--- src/rtl/cpu_pkg.sv ---
// Shared definitions for the hardwired control sequencer.
// Opcodes, IR field positions, FSM states and opcode classes.
package cpu_pkg;

  localparam int OPC_W = 5;

  localparam int OP_HI = 31;
  localparam int OP_LO = 27;
  localparam int RA_HI = 26;
  localparam int RA_LO = 23;
  localparam int RB_HI = 22;
  localparam int RB_LO = 19;
  localparam int RC_HI = 18;
  localparam int RC_LO = 15;

  localparam logic [OPC_W-1:0] OP_ADD  = 5'b00011;
  localparam logic [OPC_W-1:0] OP_SUB  = 5'b00100;
  localparam logic [OPC_W-1:0] OP_AND  = 5'b00101;
  localparam logic [OPC_W-1:0] OP_OR   = 5'b00110;
  localparam logic [OPC_W-1:0] OP_ROR  = 5'b00111;
  localparam logic [OPC_W-1:0] OP_ROL  = 5'b01000;
  localparam logic [OPC_W-1:0] OP_SHR  = 5'b01001;
  localparam logic [OPC_W-1:0] OP_SHRA = 5'b01010;
  localparam logic [OPC_W-1:0] OP_SHL  = 5'b01011;
  localparam logic [OPC_W-1:0] OP_DIV  = 5'b01111;
  localparam logic [OPC_W-1:0] OP_MUL  = 5'b10000;
  localparam logic [OPC_W-1:0] OP_NEG  = 5'b10001;
  localparam logic [OPC_W-1:0] OP_NOT  = 5'b10010;
  localparam logic [OPC_W-1:0] OP_NOP  = 5'b11010;
  localparam logic [OPC_W-1:0] OP_HALT = 5'b11011;

  typedef enum logic [2:0] {
    T0, T1, T2, T3, T4, T5, T6, HALTED
  } state_t;

  typedef enum logic [2:0] {
    C_BIN, C_MD, C_UN, C_NOP, C_HALT, C_BAD
  } op_class_t;

  function automatic op_class_t classify(
    input logic [OPC_W-1:0] op
  );
    op_class_t c;
    case (op)
      OP_ADD, OP_SUB, OP_AND, OP_OR,
      OP_ROR, OP_ROL, OP_SHR, OP_SHRA,
      OP_SHL:          c = C_BIN;
      OP_DIV, OP_MUL:  c = C_MD;
      OP_NEG, OP_NOT:  c = C_UN;
      OP_NOP:          c = C_NOP;
      OP_HALT:         c = C_HALT;
      default:         c = C_BAD;
    endcase
    return c;
  endfunction

endpackage

--- src/rtl/alu_control_sequencer_if.sv ---
// Control bundle between the sequencer and the DataPath.
// master = sequencer side, slave = DataPath side.
interface alu_control_sequencer_if #(
  parameter int NUM_REGS = 16,
  parameter int OPC_W    = 5
);
  logic [31:0]         IR;
  logic                PCout, Zhighout, Zlowout, MDRout;
  logic                MARin, PCin, MDRin, IRin;
  logic                Yin, IncPC, Read;
  logic                ZHighIn, ZLowIn, HIin, LOin;
  logic [NUM_REGS-1:0] Rin, Rout;
  logic [OPC_W-1:0]    opcode;
  logic                run, illegal;

  modport master (
    input  IR,
    output PCout, Zhighout, Zlowout, MDRout,
    output MARin, PCin, MDRin, IRin,
    output Yin, IncPC, Read,
    output ZHighIn, ZLowIn, HIin, LOin,
    output Rin, Rout, opcode, run, illegal
  );

  modport slave (
    output IR,
    input  PCout, Zhighout, Zlowout, MDRout,
    input  MARin, PCin, MDRin, IRin,
    input  Yin, IncPC, Read,
    input  ZHighIn, ZLowIn, HIin, LOin,
    input  Rin, Rout, opcode, run, illegal
  );
endinterface

--- src/rtl/reg_sel_decoder.sv ---
// 4-bit register index plus enable to one-hot select.
// All-zero output whenever the enable is low.
module reg_sel_decoder #(
  parameter int N = 16
) (
  input  logic [3:0]   idx,
  input  logic         en,
  output logic [N-1:0] onehot
);
  assign onehot = en ? (N'(1) << idx) : '0;
endmodule

--- src/rtl/alu_control_sequencer.sv ---
// Hardwired fetch/execute sequencer for register ALU ops.
// Moore outputs from state and IR; clear forces all strobes low.
module alu_control_sequencer #(
  parameter int NUM_REGS = 16,
  parameter int OPC_W    = 5
) (
  input logic                      clock,
  input logic                      clear,
  alu_control_sequencer_if.master  bus
);
  import cpu_pkg::*;

  state_t           state, nxt;
  logic [OPC_W-1:0] op_q;
  logic [3:0]       ra_q, rb_q, rc_q;
  logic [OPC_W-1:0] cur_op;
  logic [3:0]       cur_ra, cur_rb, cur_rc;
  op_class_t        cls;
  logic             rin_en, rout_en;
  logic [3:0]       rin_idx, rout_idx;
  logic [OPC_W-1:0] op_out;
  logic             unused_ir;

  assign unused_ir = ^bus.IR[RC_LO-1:0];

  // T3 decodes the live IR; later states use the copy taken in T3.
  assign cur_op = (state == T3) ? bus.IR[OP_HI:OP_LO] : op_q;
  assign cur_ra = (state == T3) ? bus.IR[RA_HI:RA_LO] : ra_q;
  assign cur_rb = (state == T3) ? bus.IR[RB_HI:RB_LO] : rb_q;
  assign cur_rc = (state == T3) ? bus.IR[RC_HI:RC_LO] : rc_q;
  assign cls    = classify(cur_op);

  always_ff @(posedge clock or posedge clear) begin
    if (clear) state <= T0;
    else       state <= nxt;
  end

  always_ff @(posedge clock or posedge clear) begin
    if (clear) begin
      op_q <= '0;
      ra_q <= '0;
      rb_q <= '0;
      rc_q <= '0;
    end else if (state == T3) begin
      op_q <= cur_op;
      ra_q <= cur_ra;
      rb_q <= cur_rb;
      rc_q <= cur_rc;
    end
  end

  always_comb begin
    nxt = T0;
    unique case (state)
      T0: nxt = T1;
      T1: nxt = T2;
      T2: nxt = T3;
      T3: begin
        unique case (cls)
          C_NOP, C_BAD: nxt = T0;
          C_HALT:       nxt = HALTED;
          default:      nxt = T4;
        endcase
      end
      T4:     nxt = (cls == C_UN) ? T0 : T5;
      T5:     nxt = (cls == C_MD) ? T6 : T0;
      T6:     nxt = T0;
      HALTED: nxt = HALTED;
      default: nxt = T0;
    endcase
  end

  always_comb begin
    bus.PCout    = 1'b0;
    bus.Zhighout = 1'b0;
    bus.Zlowout  = 1'b0;
    bus.MDRout   = 1'b0;
    bus.MARin    = 1'b0;
    bus.PCin     = 1'b0;
    bus.MDRin    = 1'b0;
    bus.IRin     = 1'b0;
    bus.Yin      = 1'b0;
    bus.IncPC    = 1'b0;
    bus.Read     = 1'b0;
    bus.ZHighIn  = 1'b0;
    bus.ZLowIn   = 1'b0;
    bus.HIin     = 1'b0;
    bus.LOin     = 1'b0;
    rin_en       = 1'b0;
    rout_en      = 1'b0;
    rin_idx      = cur_ra;
    rout_idx     = cur_rb;
    op_out       = '0;
    if (!clear) begin
      unique case (state)
        T0: begin
          bus.PCout = 1'b1;
          bus.MARin = 1'b1;
          bus.IncPC = 1'b1;
        end
        T1: begin
          bus.Read  = 1'b1;
          bus.MDRin = 1'b1;
        end
        T2: begin
          bus.MDRout = 1'b1;
          bus.IRin   = 1'b1;
        end
        T3: begin
          unique case (cls)
            C_BIN: begin
              rout_en  = 1'b1;
              rout_idx = cur_rc;
              bus.Yin  = 1'b1;
            end
            C_MD: begin
              rout_en  = 1'b1;
              rout_idx = cur_ra;
              bus.Yin  = 1'b1;
            end
            C_UN: begin
              rout_en    = 1'b1;
              op_out     = cur_op;
              bus.ZLowIn = 1'b1;
            end
            default: ;
          endcase
        end
        T4: begin
          unique case (cls)
            C_BIN: begin
              rout_en    = 1'b1;
              op_out     = cur_op;
              bus.ZLowIn = 1'b1;
            end
            C_MD: begin
              rout_en     = 1'b1;
              op_out      = cur_op;
              bus.ZLowIn  = 1'b1;
              bus.ZHighIn = 1'b1;
            end
            C_UN: begin
              bus.Zlowout = 1'b1;
              rin_en      = 1'b1;
            end
            default: ;
          endcase
        end
        T5: begin
          unique case (cls)
            C_BIN: begin
              bus.Zlowout = 1'b1;
              rin_en      = 1'b1;
            end
            C_MD: begin
              bus.Zlowout = 1'b1;
              bus.LOin    = 1'b1;
            end
            default: ;
          endcase
        end
        T6: begin
          bus.Zhighout = 1'b1;
          bus.HIin     = 1'b1;
        end
        HALTED: ;
        default: ;
      endcase
    end
  end

  assign bus.opcode  = op_out;
  assign bus.run     = (state != HALTED);
  assign bus.illegal = !clear && (state == T3)
                     && (cls == C_BAD);

  reg_sel_decoder #(.N(NUM_REGS)) u_rin (
    .idx    (rin_idx),
    .en     (rin_en),
    .onehot (bus.Rin)
  );

  reg_sel_decoder #(.N(NUM_REGS)) u_rout (
    .idx    (rout_idx),
    .en     (rout_en),
    .onehot (bus.Rout)
  );

endmodule

--- src/flat_wrapper.sv ---
// flat-port wrapper written by rule: the top's interface ports become plain ports
module alu_control_sequencer_flat import cpu_pkg::*;
#(
  parameter int NUM_REGS = 16,
  parameter int OPC_W    = 5
)
  (clock, clear, bus_IR, bus_PCout, bus_Zhighout, bus_Zlowout, bus_MDRout, bus_MARin, bus_PCin, bus_MDRin, bus_IRin, bus_Yin, bus_IncPC, bus_Read, bus_ZHighIn, bus_ZLowIn, bus_HIin, bus_LOin, bus_Rin, bus_Rout, bus_opcode, bus_run, bus_illegal);
  alu_control_sequencer_if #(.NUM_REGS(NUM_REGS), .OPC_W(OPC_W)) bus_i ();
  input logic clock;
  input logic clear;
  input wire logic [$bits(bus_i.IR)-1:0] bus_IR;
  output wire logic [$bits(bus_i.PCout)-1:0] bus_PCout;
  output wire logic [$bits(bus_i.Zhighout)-1:0] bus_Zhighout;
  output wire logic [$bits(bus_i.Zlowout)-1:0] bus_Zlowout;
  output wire logic [$bits(bus_i.MDRout)-1:0] bus_MDRout;
  output wire logic [$bits(bus_i.MARin)-1:0] bus_MARin;
  output wire logic [$bits(bus_i.PCin)-1:0] bus_PCin;
  output wire logic [$bits(bus_i.MDRin)-1:0] bus_MDRin;
  output wire logic [$bits(bus_i.IRin)-1:0] bus_IRin;
  output wire logic [$bits(bus_i.Yin)-1:0] bus_Yin;
  output wire logic [$bits(bus_i.IncPC)-1:0] bus_IncPC;
  output wire logic [$bits(bus_i.Read)-1:0] bus_Read;
  output wire logic [$bits(bus_i.ZHighIn)-1:0] bus_ZHighIn;
  output wire logic [$bits(bus_i.ZLowIn)-1:0] bus_ZLowIn;
  output wire logic [$bits(bus_i.HIin)-1:0] bus_HIin;
  output wire logic [$bits(bus_i.LOin)-1:0] bus_LOin;
  output wire logic [$bits(bus_i.Rin)-1:0] bus_Rin;
  output wire logic [$bits(bus_i.Rout)-1:0] bus_Rout;
  output wire logic [$bits(bus_i.opcode)-1:0] bus_opcode;
  output wire logic [$bits(bus_i.run)-1:0] bus_run;
  output wire logic [$bits(bus_i.illegal)-1:0] bus_illegal;
  assign bus_i.IR = bus_IR;
  assign bus_PCout = bus_i.PCout;
  assign bus_Zhighout = bus_i.Zhighout;
  assign bus_Zlowout = bus_i.Zlowout;
  assign bus_MDRout = bus_i.MDRout;
  assign bus_MARin = bus_i.MARin;
  assign bus_PCin = bus_i.PCin;
  assign bus_MDRin = bus_i.MDRin;
  assign bus_IRin = bus_i.IRin;
  assign bus_Yin = bus_i.Yin;
  assign bus_IncPC = bus_i.IncPC;
  assign bus_Read = bus_i.Read;
  assign bus_ZHighIn = bus_i.ZHighIn;
  assign bus_ZLowIn = bus_i.ZLowIn;
  assign bus_HIin = bus_i.HIin;
  assign bus_LOin = bus_i.LOin;
  assign bus_Rin = bus_i.Rin;
  assign bus_Rout = bus_i.Rout;
  assign bus_opcode = bus_i.opcode;
  assign bus_run = bus_i.run;
  assign bus_illegal = bus_i.illegal;
  alu_control_sequencer #(.NUM_REGS(NUM_REGS), .OPC_W(OPC_W)) u_core (.clock(clock), .clear(clear), .bus(bus_i));
endmodule
--- config.mk ---
export PLATFORM = sky130hd
export DESIGN_NAME = alu_control_sequencer_flat
export DESIGN_NICKNAME = d
export VERILOG_FILES = /design/src/rtl/cpu_pkg.sv /design/src/rtl/alu_control_sequencer_if.sv /design/src/rtl/reg_sel_decoder.sv /design/src/rtl/alu_control_sequencer.sv /design/src/flat_wrapper.sv
export SDC_FILE = /design/constraint.sdc
export NUM_CORES = 1
export LEC_CHECK = 0
export ABC_AREA = 1
export CORE_ASPECT_RATIO = 0.7
export CORE_MARGIN = 1.5
export CORE_UTILIZATION = 43
export DETAILED_ROUTE_END_ITERATION = 6
export HOLD_SLACK_MARGIN = 0.03
export PLACE_DENSITY = 0.84
export SKIP_LAST_GASP = 1
export SLEW_MARGIN = 10
export SYNTH_ARGS = -nofsm -noshare
export SYNTH_HDL_FRONTEND = slang
export SYNTH_SLANG_ARGS = --single-unit
--- constraint.sdc ---
create_clock -name clock -period 8.15 [get_ports clock]
set_input_delay 1.2225 -clock clock [delete_from_list [all_inputs] [get_ports clock]]
set_output_delay 1.2225 -clock clock [all_outputs]
set_load 0.05 [all_outputs]
Word level (Yosys, flattened, before mapping):

Memory sizes are Yosys's and may differ from the RTL's.
Index checks and enable logic that the tools add are counted.

* register bits: 16
* RAM bits: 0
* logic and storage cells: 71
* output and inout bits: 54
* bits in latches: 0
* memories kept: 1
* bits in read-only memories: 96
* input port bits: 34

Memory list
* (no name shown): words 32, width 3, read ports 1, clocked after Yosys merged registers in 0, wr ports 0, line cpu_pkg.sv:44 `case (op)`

* div/mod/pow operators: 0
* bitwise operators: 0
* multiplexer cells: 43
* $lt $le $gt $ge: 0
* shift operators: 2
* $mul: 0
* reductions and logical operators: 8
* $add $sub $neg: 0
* equality and inequality tests: 13

Operators by type and width (number)
* 16-bit two-way mux: 2
* 1-bit by 4-bit << shifter with 16-bit output (first input constant): 2
* 3-bit case mux with 8 select lines: 1
* 1-bit two-way mux: 23
* 5-bit two-way mux: 4
* 3-bit equality test (second input constant): 6
* 4-bit two-way mux: 4
* 3-bit by 2-bit equality test with 1-bit output (second input constant): 4
* 5-bit case mux with 2 select lines: 1
* 1-bit case mux with 2 select lines: 4
* 4-bit case mux with 2 select lines: 1
* 3-bit by 1-bit equality test with 1-bit output (second input constant): 2
* 3-bit logical NOT: 2
* 3-bit two-way mux: 2
* 3-bit case mux with 2 select lines: 1
* 2-bit OR reduction: 2
* 3-bit != test (second input constant): 1
* 3-bit OR reduction: 1
* 1-bit logical AND: 2
* 1-bit logical NOT: 1

Longest topological paths before layout:

An unclocked memory read counts as a cell.

* word-level depth: 9
* mapped depth: 21
* depth with buffers taken out: 20

Cells and area by module:

A second synthesis with hierarchy kept.

* cells, all modules: 275
* area, all modules: 1641.6 µm²

By module, submodules not included
* alu_control_sequencer: instances 1, cells an instance 213, area an instance 1388.8 µm², sequential area each 400.4 µm²
* reg_sel_decoder: instances 2, cells an instance 31, area an instance 126.4 µm², sequential area each 0.0 µm²

Worst setup path after synthesis:

No wires, ideal clock.

* path type: input -> output
* from: in bus_IR[27]
* to: out bus_Rin[0]
* arrival: 3777 ps
* required time: 6928 ps
* buffers on the path: 0
* stages: 14
* slack: 3150 ps
* cells stage by stage: inv_1 -> nand2_1 -> nand2_1 -> inv_1 -> ha_1 -> nand3_1 -> a21oi_1 -> nand2_2 -> inv_2 -> nand3_4 -> o21ai_2 -> and2_2 -> nand2_2 -> nor2_1

* cells in the longest elaborated chain, start to end: 7
* elaborated cells on any way between the ends: 9
* those cells by class: eq/ne (1); mux (6); reduce/logical (1); memory (1)

Ends and longest elaborated chain
* start, declared: line flat_wrapper.sv:11 `input wire logic [$bits(bus_i.IR)-1:0] bus_IR;`
* 5-bit two-way mux (*): line alu_control_sequencer.sv:27 `assign cur_op = (state == T3) ? bus.IR[OP_HI:OP_LO] : op_q;`
* memory read 32 x 3 bit (*)
* 3-bit by 2-bit equality test with 1-bit output / 3-bit logical NOT (equally long branches): line alu_control_sequencer.sv:130, alu_control_sequencer.sv:150
* 1-bit two-way mux (on tied branches): line alu_control_sequencer.sv:130, alu_control_sequencer.sv:150
* 1-bit case mux with 2 select lines (*): line alu_control_sequencer.sv:95 `unique case (state)`
* 1-bit two-way mux (*): line alu_control_sequencer.sv:94 `if (!clear) begin`
* 16-bit two-way mux (*): line reg_sel_decoder.sv:10 `assign onehot = en ? (N'(1) << idx) : '0;`
* end, declared: line flat_wrapper.sv:27 `output wire logic [$bits(bus_i.Rin)-1:0] bus_Rin;`

Mark *: on every way between the ends. The rest lies on a longest branch, timed or not.

Worst setup path after layout:

* from: in bus_IR[27]
* to: out bus_Rout[12]

* cells in the longest elaborated chain, start to end: 8
* elaborated cells on any way between the ends: 16
* those cells by class: eq/ne (2); shift (1); mux (9); reduce/logical (3); memory (1)

Ends and longest elaborated chain
* 5-bit two-way mux (*): line alu_control_sequencer.sv:27
* memory read 32 x 3 bit (*)
* 3-bit by 1-bit equality test with 1-bit output (tied with other cells): line alu_control_sequencer.sv:110, alu_control_sequencer.sv:130
* 3-bit OR reduction (no source line) (tied with other cells)
* 1-bit two-way mux (tied with other cells): line alu_control_sequencer.sv:110 `unique case (cls)`
* 1-bit case mux with 2 select lines / 4-bit two-way mux (equally long branches): line alu_control_sequencer.sv:95, alu_control_sequencer.sv:94
* 1-bit two-way mux / 1-bit by 4-bit << shifter with 16-bit output (equally long branches): line alu_control_sequencer.sv:94, reg_sel_decoder.sv:10
* 16-bit two-way mux (*): line reg_sel_decoder.sv:10
* end, declared: line flat_wrapper.sv:28 `output wire logic [$bits(bus_i.Rout)-1:0] bus_Rout;`

Marked as above.

==> reports/results.txt <==
The run gives 0 as the post-cts sizing count. Among the stages of the critical path, the cell type that occurs most often is sky130_fd_sc_hd__nand2_1. The TritonCTS buffer count was 3; the count of fill cells added during filler insertion was 305.

The run gives 0 as the buffer count from post-CTS setup fixing. The area growth from synthesis to layout is 46.5%. The pre-antenna-repair detailed-routing pass consisted of 4 iterations.

For the leftover overflow at the end of global routing, the log shows 0. The critical path starts at bus_IR[27]. Quantity of hold-fixing buffers added after cts: 0.

The cell area after technology mapping is 1630 µm². The maximum buffer depth of the clock tree was 2; the clock-pin slew reported for the worst setup and hold paths after clock tree synthesis was 0.07 ns. After synthesis, the largest area contributor takes up 24.5% of total cell area. The arrival time reported for the critical path endpoint came out at 4.34 ns. The most area-hungry cell type in the Yosys netlist was sky130_fd_sc_hd__dfrtp_1. For the final database, setup skew stands at 0.000767 ns.

The tools report the cell at the root of the clock tree as sky130_fd_sc_hd__clkbuf_8. The worst setup path is launched from a primary input. The setup TNS after final layout is 0 ns. The global placer's final weighted congestion is 0.852. In the final routed layout, each cell accounts on average for 12.3 µm. On the critical path, the stage with the largest delay is an instance of sky130_fd_sc_hd__clkdlybuf4s50_1. In this run the top signal layer used is met4. Yosys attributes the largest share of cell area to sky130_fd_sc_hd__dfrtp_1 (25%), sky130_fd_sc_hd__nand2_1 (17%), sky130_fd_sc_hd__nor2_1 (12%). The tool flagged a number of max-cap violations equal to 0. By startpoint and endpoint, the worst setup path is classified as in -> out.

Derived from the worst setup path, the maximum achievable clock frequency is 0.180 GHz. The core region is 3580 µm². STA puts the critical path data required time at 6.93 ns. The tools report the total routing resource utilization after global routing as 23.0%. The most critical setup path has its endpoint at bus_Rout[12]. The run gives 1 as the H-tree depth reported by CTS. After technology mapping, the gate count stands at 261. The final layout contains routed wiring with a total length of 4.63 mm. After synthesis the netlist holds a flip-flop and latch count of 16.

TritonCTS built the clock tree. The final-report hold violation count was 0. Entering global routing, the biggest net connects 23 pins. Wire segments on met2 add up to 1.99 mm in the final route. The tools report the yosys synthesis warning count as 0. The depth of the worst register-to-register path came out at 15.

The top-level port count was 88; the period utilization was 68.3%. The run finished with clean final reports. For the number of nets in the synthesized netlist, the log shows 296. The via count of the first global-routing pass was 1643; the number of antenna violations at the first check in global routing was 0. For the sequential fraction of the synthesis area, the log shows 24.5%.

Number of pins exceeding their max-slew limit in the final report: 0. Traced cell by cell, the critical path runs through clkdlybuf4s50_1 -> inv_1 -> nand2_1 -> nand2_1 -> inv_1 -> ha_1 -> nand3_1 -> a21oi_1 -> nand2_2 -> inv_2 -> nor2_4 -> nand3_1 -> nand3_1 -> nand2_1 -> nand2_2 -> nor2_1 -> nand2_1 -> nor2_1 -> clkdlybuf4s50_1. Setup repair after global routing left no endpoint under its margin. After the last flow step, the layout net total stands at 361. The max-slew headroom at the worst pin was 47.8%; the number of diodes was 0. A synthesized cell averages 6.25 µm². In this run the tool buffered the top-level ports with 71 buffer cells.

The floorplan has 18 rows. Counting distinct cell types in the post-synthesis netlist gives 32. The insertion delay to the later sink of the worst-skew pair was 0.25 ns; the final period demand of the worst path was 5.57 ns. From left edge to right edge, the die measures 76.6 µm.

The count of antenna-violating nets left after detailed routing was 0; the initial cell density of the core was 45.6%. For this run, design rule violations remaining after detail routing come to 0. The transition time at the pin with the least slew margin came out at 0.783 ns.

The run gives 57.7 µV as the largest vdd supply drop. The worst hold path belongs to the class reg -> reg. For the sum of net half-perimeters after detailed placement, the log shows 3.57 mm. Setup violations remaining at the end of the flow were counted as 0. In this run the register-to-register setup slack is 5.35 ns. After detailed routing, the wire length on met1 is 2.29 mm.

For this run, the slowest stage of the critical path takes 0.82 ns. STA classifies the critical path endpoint as a primary output. The worst register-to-register path ends at u_core.state[1]. The tools report the violation count after the first detailed-routing iteration as 117.

Power spread over the standard cell area amounts to 69.2 nW/µm². The total leakage power was 1.07 nW. The maximum fanout count along the critical path is 6. The worst hold slack is 0.511 ns, and the fraction of final layout cells with drive strength greater than 1 is 12.9%. The overall die area was 4180 µm².

In this run the critical register-to-register path is launched from u_core.state[0]. The first global-routing pass estimated 7.42 mm of wire. The die height came out at 54.5 µm. Routed length on met3: 310 µm. CTS saw 16 sinks. For this block, the via count after detailed routing is 1865. The via density per instance was 4.97.
## cell usage in the layout, fill, tap and decap left out, drive strengths merged
master         synthesis  layout
conb                   1       1
clkdlybuf4s50          0      71
clkbuf                 1       4
a21oi                  6       6
ha                     1       1
nor4                   2       2
o21ai                  7       7
and2                   1       1
a21boi                 1       1
nand4                  5       5
inv                   29      29
nand2                 84      84
nor2                  57      57
nor3                   1       1
a41oi                  1       1
or2                    4       4
dfrtp                 16      16
nand3                 34      34
## per-layer routing
layer,vias to the layer above,global-route usage (%)
li1,945,-
met2,70,37.4
met4,0,7.10
met1,846,31.1
met5,-,0
met3,4,5.17
## state kept, by name, indices dropped and copies added (netlist names)
name	flops
u_core.state	3
u_core.ra_q	4
u_core.op_q	5
u_core.rb_q	4
## power breakdown
group / internal [mW] / switching (mW)
Clock: 0.0429 / 0.0293
Combinational: 0.00768 / 0.00602
Sequential: 0.0794 / 0
Total: 0.130 / 0.0353
## cells by family after synthesis
logic type                 count (synthesis)  synth area share, %
AOI/OAI and AO/OA                         15                 7.06
adders and majority gates                  1                0.767
buffers and inverters                     40                 11.0
DFF                                       16                 24.5
other                                      1                0.230
and+or+nand+nor                          188                 56.4
## cells in the mapped netlist, drive strengths merged
cell type and number:
nand2 84, nor2 57, nand3 34, inv 29, dfrtp 16, buf 10
o21ai 7, a21oi 6, nand4 5, or2 4, nor4 2, a21boi 1
a41oi 1, and2 1, clkbuf 1, conb 1, ha 1, nor3 1
## critical path, delay by kind of cell
kind	cells	cell delay (ns)
and+or+nand+nor	12	1.22
adders and majority gates	1	0.27
buffers and inverters	5	1.45
AOI/OAI and AO/OA	1	0.17
## stage by stage
stage	instances	util, %	cell area, µm²	power [mW]	worst slack (ns)
2_1_floorplan	261	-	1630	0.0851	3.15
3_3_place_gp	371	65.2	2340	0.0945	2.65
3_5_place_dp	371	65.2	2340	0.0946	2.59
4_1_cts	375	66.8	2390	0.167	2.57
5_1_grt	375	66.8	2390	0.173	2.31
6_report	375	66.8	2390	0.165	2.58
## final cells by class
class	count	area [µm²]	share of cell area (%)
tap	50	62.6	2.62
multi-input combinational	205	1050	44.0
inverter	29	111	4.66
sequential	16	400	16.7
timing repair buffer	71	711	29.7
clock buffer	4	55.1	2.30
## worst min-delay path by stage
stage | cells after the start | startpoint | end
floorplan | 2 | u_core.op_q[1] | u_core.op_q[1]
global placement | 2 | u_core.op_q[1] | u_core.op_q[1]
detailed placement | 2 | u_core.op_q[1] | u_core.op_q[1]
CTS | 2 | u_core.op_q[1] | u_core.op_q[1]
global route | 2 | u_core.op_q[1] | u_core.op_q[1]
finish | 2 | u_core.op_q[1] | u_core.op_q[1]
(Power assumes the default switching activity.)
